### config.mk
export PLATFORM = sky130hd
export DESIGN_NAME = jk_seq_ctrl
export DESIGN_NICKNAME = d
export VERILOG_FILES = /design/src/rtl/jk_seq_ctrl.sv
export SDC_FILE = /design/constraint.sdc
export NUM_CORES = 1
export LEC_CHECK = 0
export ABC_AREA = 1
export BUFFER_PORTS_ARGS = -buffer_cell sky130_fd_sc_hd__buf_2
export CAP_MARGIN = 30
export CORE_MARGIN = 4
export CORE_UTILIZATION = 57
export DETAILED_ROUTE_END_ITERATION = 8
export GPL_ROUTABILITY_DRIVEN = 0
export PLACE_DENSITY_LB_ADDON = 0.05
export SYNTH_ARGS = -nofsm -noshare
export SYNTH_HDL_FRONTEND = slang
export SYNTH_SLANG_ARGS = --single-unit
### constraint.sdc
create_clock -name clk -period 4 [get_ports clk]
set_input_delay 0 -clock clk [delete_from_list [all_inputs] [get_ports clk]]
set_output_delay 0 -clock clk [all_outputs]
set_load 0.005 [all_outputs]
### src/rtl/jk_seq_ctrl.sv
// ============================================================================
// Module   : jk_seq_ctrl
// Brief    : Command sequencer driving a WIDTH-bit JK flip-flop bank
//            (load / count-up / count-down / toggle over valid/ready).
//            Optional JKSEQ_SATURATE_EN: counts hold at the range limits.
// Revision : 1.0 - initial release
// ============================================================================
`default_nettype none

module jk_seq_ctrl #(
    parameter int WIDTH = 4
) (
    input  logic             clk,
    input  logic             rst,
    input  logic             cmd_valid,
    output logic             cmd_ready,
    input  logic [1:0]       cmd_op,
    input  logic [WIDTH-1:0] cmd_data,
    output logic [WIDTH-1:0] j,
    output logic [WIDTH-1:0] k,
    output logic [WIDTH-1:0] q,
    output logic             busy,
    output logic             done
);

    localparam logic [1:0]       c_op_load  = 2'b00;
    localparam logic [1:0]       c_op_up    = 2'b01;
    localparam logic [1:0]       c_op_down  = 2'b10;
    localparam logic [1:0]       c_op_tog   = 2'b11;
    localparam logic [WIDTH-1:0] c_one      = WIDTH'(1);

    typedef enum logic [1:0] {
        ST_IDLE = 2'd0,
        ST_EXEC = 2'd1,
        ST_DONE = 2'd2
    } state_t;

    state_t           r_state;
    logic [1:0]       r_op;
    logic [WIDTH-1:0] r_data;
    logic [WIDTH-1:0] r_cnt;
    logic [WIDTH-1:0] r_q;

    logic [WIDTH-1:0] w_up_en;
    logic [WIDTH-1:0] w_dn_en;
    logic             w_is_count;
    logic             w_accept;

    // Bit i toggles on up-count when all lower bits are 1, on down-count when all are 0.
    for (genvar gi = 0; gi < WIDTH; gi++) begin : g_carry
        localparam logic [WIDTH-1:0] c_mask = (WIDTH'(1) << gi) - WIDTH'(1);
        assign w_up_en[gi] = &(r_q | ~c_mask);
        assign w_dn_en[gi] = ~|(r_q & c_mask);
    end

    assign cmd_ready  = rst && (r_state == ST_IDLE);
    assign w_accept   = cmd_valid && cmd_ready;
    assign w_is_count = (cmd_op == c_op_up) || (cmd_op == c_op_down);
    assign busy       = (r_state == ST_EXEC) || (r_state == ST_DONE);
    assign done       = (r_state == ST_DONE);
    assign q          = r_q;

    always_comb begin
        j = '0;
        k = '0;
        if (r_state == ST_EXEC) begin
            case (r_op)
                c_op_load: begin
                    j = r_data;
                    k = ~r_data;
                end
                c_op_up: begin
`ifdef JKSEQ_SATURATE_EN
                    if (!(&r_q)) begin
                        j = w_up_en;
                        k = w_up_en;
                    end
`else
                    j = w_up_en;
                    k = w_up_en;
`endif
                end
                c_op_down: begin
`ifdef JKSEQ_SATURATE_EN
                    if (|r_q) begin
                        j = w_dn_en;
                        k = w_dn_en;
                    end
`else
                    j = w_dn_en;
                    k = w_dn_en;
`endif
                end
                default: begin
                    j = r_data;
                    k = r_data;
                end
            endcase
        end
    end

    always_ff @(posedge clk) begin
        if (!rst) begin
            r_state <= ST_IDLE;
            r_op    <= c_op_load;
            r_data  <= '0;
            r_cnt   <= '0;
            r_q     <= '0;
        end else begin
            r_q <= (j & ~r_q) | (~k & r_q);
            case (r_state)
                ST_IDLE: begin
                    if (w_accept) begin
                        r_op   <= cmd_op;
                        r_data <= cmd_data;
                        r_cnt  <= w_is_count ? cmd_data : c_one;
                        // A zero-step count has nothing to execute.
                        if (w_is_count && (cmd_data == '0))
                            r_state <= ST_DONE;
                        else
                            r_state <= ST_EXEC;
                    end
                end
                ST_EXEC: begin
                    r_cnt <= r_cnt - c_one;
                    if (r_cnt == c_one)
                        r_state <= ST_DONE;
                end
                ST_DONE: r_state <= ST_IDLE;
                default: r_state <= ST_IDLE;
            endcase
        end
    end

endmodule

`default_nettype wire

==> qor.txt <==
HP Class = input pin to register
Most common cell on crit path = inv_1
Gate Count Post-Synth = 173
Die width = 52.74 um
Leakage = 0.7126 nW
Final worst setup slack = 2.311 ns
Pre-antenna DRT Iters = 4
Yosys warns = 0
Cell Area, Synth = 1141 um2
Total track usage = 19.50%
Reg power frac = 43.7%
Power per Cell Area = 314.1 nW/um2
HPWL after detailed placement = 1838 um
Final Hold Viols = 0
Largest net degree at the start of global routing = 18
Worst path slowest cell = dfxtp_1
Average size of a mapped cell = 6.596 um2
DP Area = 1266 um2
First-pass GRT wire length = 4071 um
Setup Total Neg Slack = 0 ns
I/O Pins = 24
#FFs+latches synth = 16
Worst slew margin = 77.57%
Max stage delay on crit path = 0.38 ns
Worst skew pair latency = 0.29 ns
Area leader, netlist = dfxtp_1
CTS buffer count = 3
Distinct cells, synth = 23
Commonest cells after routing, fill and taps aside = 34 x nand2_1, 29 x inv_1, 23 x buf_2
Final wirelength = 2369 um
Post-synthesis sequential area ratio = 28.07%
Setup violations, final = 0
Starting DRT DRC Count = 22
Post-DR wirelength/cell = 10.48 um
Clk slew on worst S/H paths = 0.10 ns
Sw frac = 33.72%
Fin. max-slew vios = 0
Cts hold-fix bufs = 4
Max-cap violation count = 0
Outcome = finished clean
Syn Nets = 191
FMAX = 592.0 MHz
Required @ worst endpoint = 4.00 ns
Height of the die = 52.74 um
Number of fill cells = 158
H-tree levels = 1
Post-Place Cells = 218
Number of global-route vias before repair = 988
Num rows = 15
Critical-path cell list = inv_1 -> ha_1 -> inv_1 -> o211ai_1 -> nand2_1 -> inv_2 -> buf_2
Post-CTS Resized = 0
Crit path time final = 1.689 ns
Hold_ws = 0.03978 ns
Power Internal = 279.5 uW
Worst clock skew = 0.0008433 ns
Port Buffer Count = 23
Setup CP Type = register to primary output
Root Driver = clkbuf_4
Clock tree buffer depth = 2
CP Max Fanout = 6
Most common cell after layout, fill and taps aside = nand2_1
Post-CTS Setup Bufs = 0
Layout cells sized above 1 = 19.90%
Sinks on the clock net = 16
Antenna Cells = 0
Non-Filler Instances = 226
# nets final = 220
P&R area growth vs syn = 17.65%
CORE AREA = 1802 um2
Die area = 2782 um2
Fin util = 74.51%
Final period util = 42.23%
RSZ-0062 raised after global routing = no
TritonCTS clock tree = done
Remaining DRCs = 0
Vias per cell = 4.920
Tot Pwr = 421.6 uW
Net switching power figure = 142.2 uW
Peak VDD IR = 0.2233 mV
Via count = 1112
Clock power share = 25.8%
Post-route cell area = 1343 um2
Worst-Margin Slew = 0.3364 ns
Initial core utilization = 63.33%
Startpoint Class = register
Initial antenna violation count = 0
Top cells by area in the synthesized netlist = dfxtp_1 28%, nand2_1 11%, ha_1 9.9%, inv_1 9.5%, nand3_1 8.8%
CP Data Arrival Time = 1.69 ns
Synth top area share = 28.07%
Final ANT Viol Nets = 0
Grt ovf = 0
Comb pwr share = 30.6%
Crit path capture type = primary output
Dpl ws = 2.450 ns
state kept, by name (all words and copies together), names as in the netlist:
signal and flops:
q 4, r_cnt 4, r_state 2, r_data 4, r_op 2
cell families after synthesis:
group,share of synthesized area [%]
XOR/XNOR,1.426
flip-flops,28.07
AO/OA/AOI/OAI,17.32
buffers and inverters,13.38
AND/OR/NAND/NOR,29.94
adder cells (fa/ha/maj),9.869
final cells by class:
class                           instances  area [um2]  area share (%)
Clock buffer                            4       36.28           2.703
Inverter                               35       131.4           9.786
Multi-Input combinational cell        119       668.1           49.77
Timing Repair Buffer                   27       155.1           11.56
Tap cell                               25       31.28           2.330
Sequential cell                        16       320.3           23.86
synth_stat cells:
cell type   n
a21oi_1     9
a21oi_2     4
a21oi_4     1
buf_2       2
buf_6       1
clkinv_1    3
dfxtp_1    16
ha_1        9
inv_1      29
inv_2       3
nand2_1    34
nand3_1    20
nand3_4     1
nand4_1     1
nor2_1     19
o211ai_1    1
o21a_1      1
o21ai_0     3
o21ai_1    11
o21ai_4     1
or2_1       1
or2_2       2
xor2_2      1
power by group through the flow:
stage / clock (mW) / combinational [mW] / sequential [mW]
6_report: 0.109 / 0.129 / 0.184
3_5_place_dp: 0 / 0.125 / 0.188
4_1_cts: 0.111 / 0.129 / 0.184
5_1_grt: 0.116 / 0.148 / 0.186
2_1_floorplan: 0 / 0.0954 / 0.186
3_3_place_gp: 0 / 0.122 / 0.187
worst paths after layout:
| check | to | slack, ns | cells after the start | start |
|---|---|---|---|---|
| worst max-delay path | k[0] | 2.31 | 7 | r_op[0]$_SDFFE_PN0P_ |
| worst min-delay path | r_op[1]$_SDFFE_PN0P_ | 0.04 | 3 | cmd_op[1] |
| worst max register to register | r_cnt[1]$_SDFFE_PN0P_ | 2.42 | 8 | r_state[1]$_SDFFE_PN0P_ |
| worst min register to register | r_data[3]$_SDFFE_PN0P_ | 0.48 | 2 | r_data[3]$_SDFFE_PN0P_ |
layer usage:
metal / GRT usage, % / wire length [um] / up-vias / part of all wire [%]
met5: 0 / 0 / - / 0
met4: 6.383 / 25 / 0 / 1.1
met3: 3.419 / 102 / 4 / 4.3
met2: 36.78 / 1223 / 26 / 52
met1: 21.55 / 1018 / 483 / 43
li1: - / - / 599 / -
worst max-delay path: cells and delay by family, from the launching register on:
kind	cells	cell delay, ns
buffers and inverters	4	0.44
adders and majority gates	1	0.37
AOI/OAI and AO/OA	1	0.12
DFF	1	0.38
and+or+nand+nor	1	0.08
Note: power is estimated with default switching activity, not from simulation.
